==> src/rtl/eject_arbiter_if.sv <==
// rtl/eject_arbiter_if.sv - channel, forward and ejection signal bundle for eject_arbiter
// The slave modport is the arbiter's view; master is the driver/PE side.
interface eject_arbiter_if #(
    parameter int CNT_W = 3
);
    logic [10:0]      n_in;
    logic [10:0]      s_in;
    logic [10:0]      e_in;
    logic [10:0]      w_in;
    logic             n_vld;
    logic             s_vld;
    logic             e_vld;
    logic             w_vld;
    logic [10:0]      n_out;
    logic [10:0]      s_out;
    logic [10:0]      e_out;
    logic [10:0]      w_out;
    logic             n_ovld;
    logic             s_ovld;
    logic             e_ovld;
    logic             w_ovld;
    logic [10:0]      lad;
    logic             lad_vld;
    logic             lad_rdy;
    logic [CNT_W-1:0] eject_cnt;

    modport slave (
        input  n_in, s_in, e_in, w_in,
        input  n_vld, s_vld, e_vld, w_vld,
        input  lad_rdy,
        output n_out, s_out, e_out, w_out,
        output n_ovld, s_ovld, e_ovld, w_ovld,
        output lad, lad_vld, eject_cnt
    );

    modport master (
        output n_in, s_in, e_in, w_in,
        output n_vld, s_vld, e_vld, w_vld,
        output lad_rdy,
        input  n_out, s_out, e_out, w_out,
        input  n_ovld, s_ovld, e_ovld, w_ovld,
        input  lad, lad_vld, eject_cnt
    );
endinterface

==> src/rtl/eject_arbiter.sv <==
// rtl/eject_arbiter.sv - round-robin ejection arbiter with show-ahead ejection FIFO
// Local flits that lose arbitration or meet a full FIFO leave with dir=100 for deflection.
module eject_arbiter #(
    parameter logic [2:0] LOCAL_ROW  = 3'b100,
    parameter logic [2:0] LOCAL_COL  = 3'b100,
    parameter int         FIFO_DEPTH = 4,
    parameter int         CNT_W      = 3
) (
    input  logic             clk,
    input  logic             rst_n,
    eject_arbiter_if.slave   bus
);
    localparam int AW = (FIFO_DEPTH > 1) ? $clog2(FIFO_DEPTH) : 1;
    localparam logic [CNT_W-1:0] DEPTH_C = CNT_W'(FIFO_DEPTH);
    localparam logic [2:0] DIR_RETRY = 3'b100;

    logic [10:0]      w_flit [4];
    logic [3:0]       w_vld;
    logic [3:0]       w_req;
    logic             w_space;
    logic             w_grant_vld;
    logic [1:0]       w_grant_idx;
    logic             w_push;
    logic             w_pop;

    logic [1:0]       r_rr;
    logic [CNT_W-1:0] r_cnt;
    logic [AW-1:0]    r_wr_ptr;
    logic [AW-1:0]    r_rd_ptr;
    logic [10:0]      r_mem [FIFO_DEPTH];
    logic [10:0]      r_out [4];
    logic [3:0]       r_ovld;

    assign w_flit[0] = bus.n_in;
    assign w_flit[1] = bus.s_in;
    assign w_flit[2] = bus.e_in;
    assign w_flit[3] = bus.w_in;
    assign w_vld     = {bus.w_vld, bus.e_vld, bus.s_vld, bus.n_vld};

    always_comb begin
        for (int i = 0; i < 4; i++) begin
            w_req[i] = w_vld[i] && (w_flit[i][5:3] == LOCAL_ROW) && (w_flit[i][2:0] == LOCAL_COL);
        end
    end

    // Space is judged on the pre-pop count so a same-cycle pop never makes room.
    assign w_space = (r_cnt < DEPTH_C);

    always_comb begin
        logic [1:0] k;
        w_grant_vld = 1'b0;
        w_grant_idx = r_rr;
        k           = r_rr;
        for (int j = 0; j < 4; j++) begin
            k = r_rr + 2'(j);
            if (!w_grant_vld && w_space && w_req[k]) begin
                w_grant_vld = 1'b1;
                w_grant_idx = k;
            end
        end
    end

    assign w_push = w_grant_vld;
    assign w_pop  = (r_cnt != '0) && bus.lad_rdy;

    always_ff @(posedge clk or negedge rst_n) begin
        if (!rst_n) begin
            r_rr <= 2'd0;
        end else if (w_grant_vld) begin
            r_rr <= w_grant_idx + 2'd1;
        end
    end

    always_ff @(posedge clk or negedge rst_n) begin
        if (!rst_n) begin
            r_cnt    <= '0;
            r_wr_ptr <= '0;
            r_rd_ptr <= '0;
        end else begin
            r_cnt <= r_cnt + CNT_W'(w_push) - CNT_W'(w_pop);
            if (w_push) begin
                r_wr_ptr <= r_wr_ptr + AW'(1);
            end
            if (w_pop) begin
                r_rd_ptr <= r_rd_ptr + AW'(1);
            end
        end
    end

    // Storage needs no reset: lad is gated by occupancy, so stale entries never leak.
    always_ff @(posedge clk) begin
        if (w_push) begin
            r_mem[r_wr_ptr] <= w_flit[w_grant_idx];
        end
    end

    always_ff @(posedge clk or negedge rst_n) begin
        if (!rst_n) begin
            for (int i = 0; i < 4; i++) begin
                r_out[i] <= 11'b0;
            end
            r_ovld <= 4'b0;
        end else begin
            for (int i = 0; i < 4; i++) begin
                if (!w_vld[i] || (w_grant_vld && (w_grant_idx == 2'(i)))) begin
                    r_out[i]  <= 11'b0;
                    r_ovld[i] <= 1'b0;
                end else if (w_req[i]) begin
                    r_out[i]  <= {w_flit[i][10:9], DIR_RETRY, w_flit[i][5:0]};
                    r_ovld[i] <= 1'b1;
                end else begin
                    r_out[i]  <= w_flit[i];
                    r_ovld[i] <= 1'b1;
                end
            end
        end
    end

    assign bus.n_out     = r_out[0];
    assign bus.s_out     = r_out[1];
    assign bus.e_out     = r_out[2];
    assign bus.w_out     = r_out[3];
    assign bus.n_ovld    = r_ovld[0];
    assign bus.s_ovld    = r_ovld[1];
    assign bus.e_ovld    = r_ovld[2];
    assign bus.w_ovld    = r_ovld[3];
    assign bus.lad_vld   = (r_cnt != '0);
    assign bus.lad       = bus.lad_vld ? r_mem[r_rd_ptr] : 11'b0;
    assign bus.eject_cnt = r_cnt;
endmodule

==> src/flat_wrapper.sv <==
// flat-port wrapper written by rule: the top's interface ports become plain ports
module eject_arbiter_flat 
#(
    parameter logic [2:0] LOCAL_ROW  = 3'b100,
    parameter logic [2:0] LOCAL_COL  = 3'b100,
    parameter int         FIFO_DEPTH = 4,
    parameter int         CNT_W      = 3
)
  (clk, rst_n, bus_n_in, bus_s_in, bus_e_in, bus_w_in, bus_n_vld, bus_s_vld, bus_e_vld, bus_w_vld, bus_lad_rdy, bus_n_out, bus_s_out, bus_e_out, bus_w_out, bus_n_ovld, bus_s_ovld, bus_e_ovld, bus_w_ovld, bus_lad, bus_lad_vld, bus_eject_cnt);
  eject_arbiter_if #(.CNT_W(CNT_W)) bus_i ();
  input  logic clk;
  input  logic rst_n;
  input wire logic [$bits(bus_i.n_in)-1:0] bus_n_in;
  input wire logic [$bits(bus_i.s_in)-1:0] bus_s_in;
  input wire logic [$bits(bus_i.e_in)-1:0] bus_e_in;
  input wire logic [$bits(bus_i.w_in)-1:0] bus_w_in;
  input wire logic [$bits(bus_i.n_vld)-1:0] bus_n_vld;
  input wire logic [$bits(bus_i.s_vld)-1:0] bus_s_vld;
  input wire logic [$bits(bus_i.e_vld)-1:0] bus_e_vld;
  input wire logic [$bits(bus_i.w_vld)-1:0] bus_w_vld;
  input wire logic [$bits(bus_i.lad_rdy)-1:0] bus_lad_rdy;
  output wire logic [$bits(bus_i.n_out)-1:0] bus_n_out;
  output wire logic [$bits(bus_i.s_out)-1:0] bus_s_out;
  output wire logic [$bits(bus_i.e_out)-1:0] bus_e_out;
  output wire logic [$bits(bus_i.w_out)-1:0] bus_w_out;
  output wire logic [$bits(bus_i.n_ovld)-1:0] bus_n_ovld;
  output wire logic [$bits(bus_i.s_ovld)-1:0] bus_s_ovld;
  output wire logic [$bits(bus_i.e_ovld)-1:0] bus_e_ovld;
  output wire logic [$bits(bus_i.w_ovld)-1:0] bus_w_ovld;
  output wire logic [$bits(bus_i.lad)-1:0] bus_lad;
  output wire logic [$bits(bus_i.lad_vld)-1:0] bus_lad_vld;
  output wire logic [$bits(bus_i.eject_cnt)-1:0] bus_eject_cnt;
  assign bus_i.n_in = bus_n_in;
  assign bus_i.s_in = bus_s_in;
  assign bus_i.e_in = bus_e_in;
  assign bus_i.w_in = bus_w_in;
  assign bus_i.n_vld = bus_n_vld;
  assign bus_i.s_vld = bus_s_vld;
  assign bus_i.e_vld = bus_e_vld;
  assign bus_i.w_vld = bus_w_vld;
  assign bus_i.lad_rdy = bus_lad_rdy;
  assign bus_n_out = bus_i.n_out;
  assign bus_s_out = bus_i.s_out;
  assign bus_e_out = bus_i.e_out;
  assign bus_w_out = bus_i.w_out;
  assign bus_n_ovld = bus_i.n_ovld;
  assign bus_s_ovld = bus_i.s_ovld;
  assign bus_e_ovld = bus_i.e_ovld;
  assign bus_w_ovld = bus_i.w_ovld;
  assign bus_lad = bus_i.lad;
  assign bus_lad_vld = bus_i.lad_vld;
  assign bus_eject_cnt = bus_i.eject_cnt;
  eject_arbiter #(.LOCAL_ROW(LOCAL_ROW), .LOCAL_COL(LOCAL_COL), .FIFO_DEPTH(FIFO_DEPTH), .CNT_W(CNT_W)) u_core (.clk(clk), .rst_n(rst_n), .bus(bus_i));
endmodule
==> config.mk <==
export PLATFORM = sky130hd
export DESIGN_NAME = eject_arbiter_flat
export DESIGN_NICKNAME = d
export VERILOG_FILES = /design/src/rtl/eject_arbiter_if.sv /design/src/rtl/eject_arbiter.sv /design/src/flat_wrapper.sv
export SDC_FILE = /design/constraint.sdc
export NUM_CORES = 1
export LEC_CHECK = 0
export CORE_MARGIN = 2
export CORE_UTILIZATION = 53
export CTS_CLUSTER_SIZE = 28
export DETAILED_ROUTE_END_ITERATION = 12
export PLACE_DENSITY = 0.91
export REMOVE_ABC_BUFFERS = 1
export SYNTH_ARGS = -nofsm -noshare
export SYNTH_HDL_FRONTEND = slang
export SYNTH_SLANG_ARGS = --single-unit
==> constraint.sdc <==
create_clock -name clk -period 6.3 [get_ports clk]
set_input_delay 0.63 -clock clk [delete_from_list [all_inputs] [get_ports clk]]
set_output_delay 0.63 -clock clk [all_outputs]
set_load 0.005 [all_outputs]
Yosys cells after proc, flatten, opt, wreduce, memory -nomap -nowiden
Memories as Yosys holds them, arrays and structs flattened. Cells that the tools add are included.

Reduce and logical (&&, ||, !) cells: 33. $add $sub $neg: 8. Equality and inequality tests: 11. Magnitude comparators: 6. Multiplexer cells: 33. Bitwise operators: 1.

Operators with widths (number): $mux 11 (7); $mux 9 (4); $eq 3x3->1 const B (8); $bmux 11 s2 (1); $logic_and 1x1->1 (20); $mux 1 (14); $lt 2x3->1 const B (4); $add 2x1->2 const B (4); $bmux 1 s2 (4); $logic_not 1->1 (7); $mux 2 (3); $add 2x2->2 const B (2); $eq 2x2->1 const B (2); $logic_or 1x1->1 (4); $add 3x1->3 (1); $ge 3x3->1 const B (1); $lt 3x3->1 const B (1); $not 2->3 (1); $reduce_bool 3->1 (1); $sub 3x1->3 (1); $eq 2x1->1 const B (1); $logic_not 2->1 (1).

Memories: 1. Register bits: 57. Bits in writable memories: 44. Word-level logic and storage cells: 102. Input bits: 51.

Memories: u_core.r_mem (words 4, bits a word 11, rd ports 1, clocked after memory_dff 0, write ports 1, line eject_arbiter.sv:30) `logic [10:0] r_mem [FIFO_DEPTH];`.

Logic depth before layout (Yosys ltp)
Gate-level depths: netlist of the first run.

Depth after elaboration: 23. Depth in mapped cells: 10. Mapped depth without buffers: 9.

Worst setup path before layout of the first run
OpenSTA, ideal clock, no wires.

Kind: in2reg. Start: input bus_w_in[3]. End: memory u_core.r_mem[0][1], data pin. Arrival: 2.761 ns. Stages: 9. Slack: 3.260 ns. Buffers on the path: 2. Path through: or3b_1 or2_1 a2111oi_2 or4_1 buf_4 xor2_4 buf_6 mux2i_1 mux2i_1.

Word-level cells in the longest chain between the ends: 23.

RTL lines: start: declaration (line flat_wrapper.sv:16) `input wire logic [$bits(bus_i.w_in)-1:0] bus_w_in;`; $eq 3x3->1 * (line eject_arbiter.sv:42) `w_req[i] = w_vld[i] && (w_flit[i][5:3] == LOCAL_ROW) && (w_flit[i][2:0] == LOCAL_COL);`; $logic_and 1x1->1 * (2 in series) (line eject_arbiter.sv:42); $bmux 1 s2 (line eject_arbiter.sv:56) `if (!w_grant_vld && w_space && w_req[k]) begin`; $mux 1 (not written as such) (line eject_arbiter.sv:56); $logic_and 1x1->1 (line eject_arbiter.sv:56); $mux 1 (line eject_arbiter.sv:56); $logic_not 1->1 (line eject_arbiter.sv:56); $logic_and 1x1->1 (2 in series) (line eject_arbiter.sv:56); (+2 left out); $logic_and 1x1->1 (2 in series) (line eject_arbiter.sv:56); $mux 1 (line eject_arbiter.sv:56); $logic_not 1->1 (line eject_arbiter.sv:56); $logic_and 1x1->1 (2 in series) (line eject_arbiter.sv:56); $mux 2 * (line eject_arbiter.sv:56); $not 2->3 (not written as such) * (line eject_arbiter.sv:93) `r_mem[r_wr_ptr] <= w_flit[w_grant_idx];`; $bmux 11 s2 * (line eject_arbiter.sv:93); $mux 11 (not written as such) * (2 in series) (line eject_arbiter.sv:93); end: declaration (line eject_arbiter.sv:30).

Every way passes the cells marked *; elsewhere a longest branch is shown, timed or not. The select of a mux whose other input is x is not followed.

Worst setup path in the final report of the first run
Start: input bus_e_vld. End: memory u_core.r_mem[1][9], data pin.

Word-level cells in the longest chain between the ends: 22.

RTL lines: start: declaration (line flat_wrapper.sv:19) `input wire logic [$bits(bus_i.e_vld)-1:0] bus_e_vld;`; $logic_and 1x1->1 * (2 in series) (line eject_arbiter.sv:42); $bmux 1 s2 (line eject_arbiter.sv:56); $mux 1 (not written as such) (line eject_arbiter.sv:56); $logic_and 1x1->1 (line eject_arbiter.sv:56); $mux 1 (line eject_arbiter.sv:56); $logic_not 1->1 (line eject_arbiter.sv:56); $logic_and 1x1->1 (2 in series) (line eject_arbiter.sv:56); $mux 1 (line eject_arbiter.sv:56); $logic_not 1->1 (line eject_arbiter.sv:56); $logic_and 1x1->1 (2 in series) (line eject_arbiter.sv:56); $mux 1 (line eject_arbiter.sv:56); $logic_not 1->1 (line eject_arbiter.sv:56); $logic_and 1x1->1 (2 in series) (line eject_arbiter.sv:56); $mux 2 * (line eject_arbiter.sv:56); $not 2->3 (not written as such) * (line eject_arbiter.sv:93); $bmux 11 s2 * (line eject_arbiter.sv:93); $mux 11 (not written as such) * (2 in series) (line eject_arbiter.sv:93).

Marked as above.

==> impl_metrics.py, run 1 <==
metrics = {
    "timing": {
        "layout_min_cycle_time_ns": 4.39,
        "slew_headroom_pct": 28.3,
        "worst_pin_slew_ns": 1.07,
        "timing.final.crit_share_pct": 69.6,
        "timing.hold.ws_ns": 0.403,
        "fin_tns_setup_ns": 0,
        "setup_slack_ns": 1.91,
        "rsz0062_at_grt": "no",
        "final_max_slew_viol_count": 0,
        "final_hold_viol_count": 0,
        "setup_viol": 0,
        "fin_skew_ns": 0.0108,
        "clock.fmax_ghz": 0.228,
    },
    "setup_path": {
        "criticalPathCategory": "in2reg",
        "worstPathMaxFanout": 28,
        "reg2reg_depth": 7,
        "critPathLaunchType": "primary input",
        "endpoint_kind": "flop",
        "startpoint": "bus_e_vld",
        "r2r_slack_ns": 2.47,
        "required_ns": 6.35,
        "worst-endpoint-arrival_ns": 4.44,
        "r2r-end": "u_core.r_mem[1][9]$_DFFE_PP_",
        "timing.rr.start": "u_core.r_rr[0]$_DFFE_PN0P_",
    },
    "floorplan": {
        "start_util_pct": 54.4,
        "pin_count": 114,
        "floorplan.rows": 33,
        "die_x_um": 95.6,
        "coreArea_sq_um": 8180,
        "die_y_um": 95.6,
        "dieArea_sq_um": 9140,
    },
    "yosys": {
        "synth_edf_count": 44,
        "synth_area_leaders": "dfrtp_1 32%, edfxtp_1 30%, mux2i_1 7.4%, mux4_2 5.6%, and2_1 5.3%",
        "async_reset_ff_share_pct": 56.4,
        "synth_top_flop_cell": "dfrtp_1",
        "syn_avg_cell_area_sq_um": 14.7,
        "synth_top_area_share_pct": 32.1,
        "netlist_area_sq_um": 4450,
        "ys.warnings.count": 0,
        "synth_top_cell_by_area": "dfrtp_1",
        "synth-seq-cells": 101,
        "synth_cell_type_count": 50,
        "yosysSeqAreaShare_pct": 61.8,
        "syn_inst": 303,
    },
    "power_and_ir_drop": {
        "ir_drop_v": 0.000223,
        "finalPower_mw": 2.05,
        "p_leak_nw": 2.45,
        "power_density_nw_per_um2": 351,
    },
    "detailed_routing": {
        "drt-total-wl_mm": 10.3,
        "ant_nets": 0,
        "routed_via_density": 5.65,
        "drt_iter0_drc": 210,
        "first_pass_iters": 4,
        "wire_per_inst_um": 19.7,
        "via_count": 2959,
        "remaining_drc_errors": 0,
    },
    "final_layout": {
        "nNetsFinal": 472,
        "final_cell_mix": "112 x clkdlybuf4s50_1, 57 x dfrtp_1, 44 x edfxtp_1, 38 x and2_1, 33 x mux2i_1",
        "mostFrequentLayoutCell": "clkdlybuf4s50_1",
        "stdcell_count": 524,
        "fillerInstances": 531,
        "multi_input_comb_area_sq_um": 1600,
        "ff_latch_area_sq_um": 2750,
        "fin_area_sq_um": 5850,
        "diodes": 0,
        "post-route-util_pct": 71.5,
        "area_delta_synth_final_pct": 31.6,
        "drive_gt1_share_pct": 8.59,
    },
    "global_route": {
        "grt_pass1_wl_mm": 16.0,
        "antenna_found_initial": 0,
        "grt_max_degree": 58,
        "grt_pass1_vias": 2994,
        "overflow": 0,
        "track_usage_pct": 24.2,
    },
    "clock_tree": {
        "holdBufCountCts": 0,
        "clk_path_buf_depth": 2,
        "clk_pin_slew_ns": 0.10,
        "worstSkewPairLatency_ns": 0.36,
        "cts_resized": 0,
        "cts_setup_buffers": 0,
        "cts_buffers": 9,
        "cts_tree": "done",
        "cts_max_level": 3,
        "cts_sinks": 101,
        "clockRootBuffer": "clkbuf_8",
    },
    "place": {
        "placed_area_sq_um": 5640,
        "portBuffers": 113,
        "dp_slack_ns": 1.58,
        "dpl.cell_count": 508,
        "gp_congestion": 0.895,
        "dp_hpwl_mm": 7.70,
    },
    "job": {
        "maxCapViolations": 0,
    },
    "run_status": {
        "status": "complete, no violations",
    },
    "min_path": {
        "hold_path_class": "in2async",
    },
}
-- synthesized netlist by cell type, drive strengths merged, types with 4 or more instances --
cell type and count:
and2 38, and3 26, buf 8, clkbuf 7, dfrtp 57, edfxtp 44, ha 6, inv 6
mux2i 33, mux4 11, nand2 5, nor2 5, nor4bb 4, o211a 4, or3b 4, xnor2 5
-- registers in the layout, summed over array words and instances, names as in the netlist, 3 cells and up --
name and cells:
u_core.r_mem 44, u_core.bus.e_out 11, u_core.bus.n_out 11, u_core.bus.s_out 11, u_core.bus.w_out 11, u_core.r_ovld 4
u_core.bus.eject_cnt 3
-- kinds of logic (layout without fill, tap and decap cells) --
family | Yosys count | count (layout) | share of synthesized area (%)
buffers and inverters | 21 | 137 | 2.25
multiplexers | 45 | 45 | 13.3
XOR/XNOR | 7 | 7 | 1.80
adder cells (fa/ha/maj) | 7 | 7 | 2.14
AO/OA/AOI/OAI | 19 | 19 | 3.69
flip-flops | 101 | 101 | 61.8
AND/OR/NAND/NOR | 103 | 103 | 15.1
-- worst max-delay path: stages --
cell	delay [ns]
clkdlybuf4s50_1	0.71
nor4bb_1	0.52
nand3_1	0.32
o211a_1	0.20
or4_1	0.63
xor2_4	0.90
mux2i_1	0.33
mux2i_1	0.17
-- final cells by class --
cell class | count | area share, %
sequential | 101 | 47.0
multi-input combinational | 181 | 27.3
timing repair buffer | 115 | 19.5
clock buffer | 11 | 2.78
tap | 105 | 2.25
clock inverter | 5 | 0.791
inverter | 6 | 0.385
-- routing by layer --
layer	GRT usage, %	up-vias	wire, um
li1	-	1342	-
met1	33.5	1459	4200
met2	38.5	135	5120
met3	4.11	23	734
met4	9.40	0	270
met5	0	-	0
-- worst max path at each step --
stage	endpoint	cells past startpoint
global route	u_core.bus.e_out[10]$_DFF_PN0_	8
detailed placement	u_core.bus.n_out[5]$_DFF_PN0_	8
CTS	u_core.bus.n_out[5]$_DFF_PN0_	8
floorplan	u_core.r_mem[0][0]$_DFFE_PP_	7
global placement	u_core.bus.n_out[9]$_DFF_PN0_	8
finish	u_core.r_mem[1][9]$_DFFE_PP_	8
-- report_power, final --
part           switching [mW]  internal (mW)  leakage (nW)  total, mW
clock network           0.230          0.186         0.108      0.416
registers              0.0954          0.796          1.12      0.892
logic                   0.317          0.426          1.23      0.743
Note: power is estimated with default switching activity, not from simulation.
==> inputs of run 2 (changes only) <==
- CORE_UTILIZATION: 53 -> 44
- PLACE_DENSITY: 0.91 -> 0.81
- clock period: 6.3 -> 3.6 ns (I/O delays scaled with it)
==> impl_metrics.py, run 2 (synthesis results as in run 1) <==
metrics = {
    "run_status": {
        "status": "complete, no violations",
    },
    "clock_tree": {
        "cts_max_level": 3,
        "cts_tree": "done",
        "cts_buffers": 9,
        "cts_setup_buffers": 0,
        "cts_resized": 0,
        "clockRootBuffer": "clkbuf_8",
        "clk_path_buf_depth": 2,
        "cts_sinks": 101,
        "clk_pin_slew_ns": 0.10,
        "worstSkewPairLatency_ns": 0.36,
    },
    "power_and_ir_drop": {
        "p_sw_share_pct": 30.8,
        "p_int_mw": 2.60,
        "sequentialPowerShare_pct": 40.6,
        "finalPower_mw": 3.76,
        "power_density_nw_per_um2": 621,
        "p_leak_nw": 2.56,
        "ir_drop_v": 0.000238,
        "combinationalPowerShare_pct": 39.5,
        "p_switching_mw": 1.16,
        "p_clk_share_pct": 19.9,
    },
    "timing": {
        "worst_pin_slew_ns": 0.782,
        "rsz0062_at_grt": "no",
        "layout_min_cycle_time_ns": 3.17,
        "fin_skew_ns": 0.00869,
        "slew_headroom_pct": 47.9,
        "setup_viol": 0,
        "clock.fmax_ghz": 0.316,
        "timing.final.crit_share_pct": 88.0,
        "final_max_slew_viol_count": 0,
        "fin_tns_setup_ns": 0,
        "final_hold_viol_count": 0,
    },
    "floorplan": {
        "floorplan.rows": 36,
        "die_y_um": 105,
        "start_util_pct": 45.5,
        "die_x_um": 105,
        "coreArea_sq_um": 9770,
        "pin_count": 114,
        "dieArea_sq_um": 10900,
    },
    "job": {
        "maxCapViolations": 0,
    },
    "detailed_routing": {
        "first_pass_iters": 5,
        "drt-total-wl_mm": 11.2,
        "routed_via_density": 5.31,
        "drt_iter0_drc": 229,
        "ant_nets": 0,
        "via_count": 3040,
        "wire_per_inst_um": 19.6,
        "remaining_drc_errors": 0,
    },
    "setup_path": {
        "timing.rr.start": "u_core.r_rr[1]$_DFFE_PN0P_",
        "crit_path_end": "u_core.r_mem[0][5]$_DFFE_PP_",
        "max_stage_delay_ns": 0.58,
        "startpoint": "bus_n_in[1]",
        "crit_top_cell": "mux2i_1",
        "criticalPathCategory": "in2reg",
        "r2r_slack_ns": 0.48,
        "path_buf_inv": 2,
        "cp_top_family": "simple AND/OR/NAND/NOR gates",
        "critPathLaunchType": "primary input",
        "reg2reg_depth": 8,
        "cp_cell_sequence": "clkdlybuf4s50_1 -> nor4b_2 -> nand2_1 -> o211a_1 -> or4_1 -> xor2_4 -> buf_12 -> mux2i_1 -> mux2i_1",
        "r2r-end": "u_core.r_mem[0][5]$_DFFE_PP_",
        "worst-endpoint-arrival_ns": 3.28,
        "endpoint_kind": "flop",
        "cp_num_cells": 9,
        "worstPathMaxFanout": 19,
        "slowest_stage": "or4_1",
        "required_ns": 3.71,
    },
    "min_path": {
        "hold_path_class": "in2async",
    },
    "global_route": {
        "track_usage_pct": 21.1,
        "grt_pass1_vias": 3246,
        "grt_max_degree": 37,
        "antenna_found_initial": 0,
        "overflow": 0,
        "grt_pass1_wl_mm": 17.6,
    },
    "final_layout": {
        "largest_register_ffs": 44,
        "mostFrequentLayoutCell": "clkdlybuf4s50_1",
        "diodes": 0,
        "nNetsFinal": 493,
        "area_delta_synth_final_pct": 36.2,
        "final_cell_mix": "112 x clkdlybuf4s50_1, 57 x dfrtp_1, 44 x edfxtp_1, 38 x and2_1, 33 x mux2i_1",
        "top_register": "u_core.r_mem",
        "drive_gt1_share_pct": 12.5,
    },
    "place": {
        "dp_hpwl_mm": 8.45,
        "gp_congestion": 0.910,
        "portBuffers": 113,
    },
}
[run 2: changes by cell type in the layout (fill, tap and decap cells not counted), sizes merged]
cell,change
buf,+20
inv,-2
bufinv,+1
clkinv,+1
dlygate4sd3,+1
[run 2: cell type report]
cell class                      count  area [sq um]
Fill cell                         768          3720
Multi-Input combinational cell    181          1600
Sequential cell                   101          2750
Inverter                            6          22.5
Clock buffer                       11           153
Clock inverter                      5          55.1
Tap cell                          133           166
Timing Repair Buffer              136          1310
[run 2: worst min path at each step]
stage / slack, ns / startpoint / end / cells past startpoint
6_report: 0.48 / rst_n / u_core.r_ovld[2]$_DFF_PN0_ / 2
5_1_grt: 0.54 / rst_n / u_core.r_ovld[2]$_DFF_PN0_ / 2
3_5_place_dp: 0.36 / rst_n / u_core.bus.e_out[2]$_DFF_PN0_ / 1
2_1_floorplan: 0.06 / rst_n / u_core.bus.e_out[0]$_DFF_PN0_ / 0
3_3_place_gp: 0.34 / rst_n / u_core.r_ovld[2]$_DFF_PN0_ / 1
4_1_cts: 0.49 / rst_n / u_core.bus.e_out[2]$_DFF_PN0_ / 2
[run 2: repair_timing]
| item | 4_1_cts | 5_1_grt |
|---|---|---|
| hold endpoints to repair | 21 | 0 |
| setup endpoints to repair | 0 | 0 |
| hold buffers | 1 | 0 |
[run 2: power by group through the flow]
| stage | clock (mW) | combinational, mW | sequential, mW |
|---|---|---|---|
| 6_report | 0.747 | 1.49 | 1.53 |
| 3_3_place_gp | 0 | 1.44 | 1.55 |
| 3_5_place_dp | 0 | 1.48 | 1.56 |
| 4_1_cts | 0.759 | 1.49 | 1.53 |
| 5_1_grt | 0.799 | 1.61 | 1.55 |
| 2_1_floorplan | 0 | 0.795 | 1.55 |
[run 2: metrics by stage]
stage | setup WS, ns | util [%] | hold WS [ns] | instances | instance area [sq um]
after floorplan | 0.338 | - | 0.0644 | 288 | 4370
after global placement | 0.197 | 59.7 | 0.336 | 556 | 5840
after detailed placement | 0.0998 | 59.7 | 0.359 | 556 | 5840
after CTS | 0.493 | 62.0 | 0.486 | 573 | 6060
after global routing | 0.265 | 62.0 | 0.544 | 573 | 6060
final | 0.431 | 62.0 | 0.478 | 573 | 6060
[run 2: per-layer routing]
layer	global-route usage [%]	vias to the layer above	routed length [um]
li1	-	1375	-
met1	27.6	1507	4680
met2	35.1	132	5570
met3	4.45	26	690
met4	7.24	0	275
met5	0	-	0
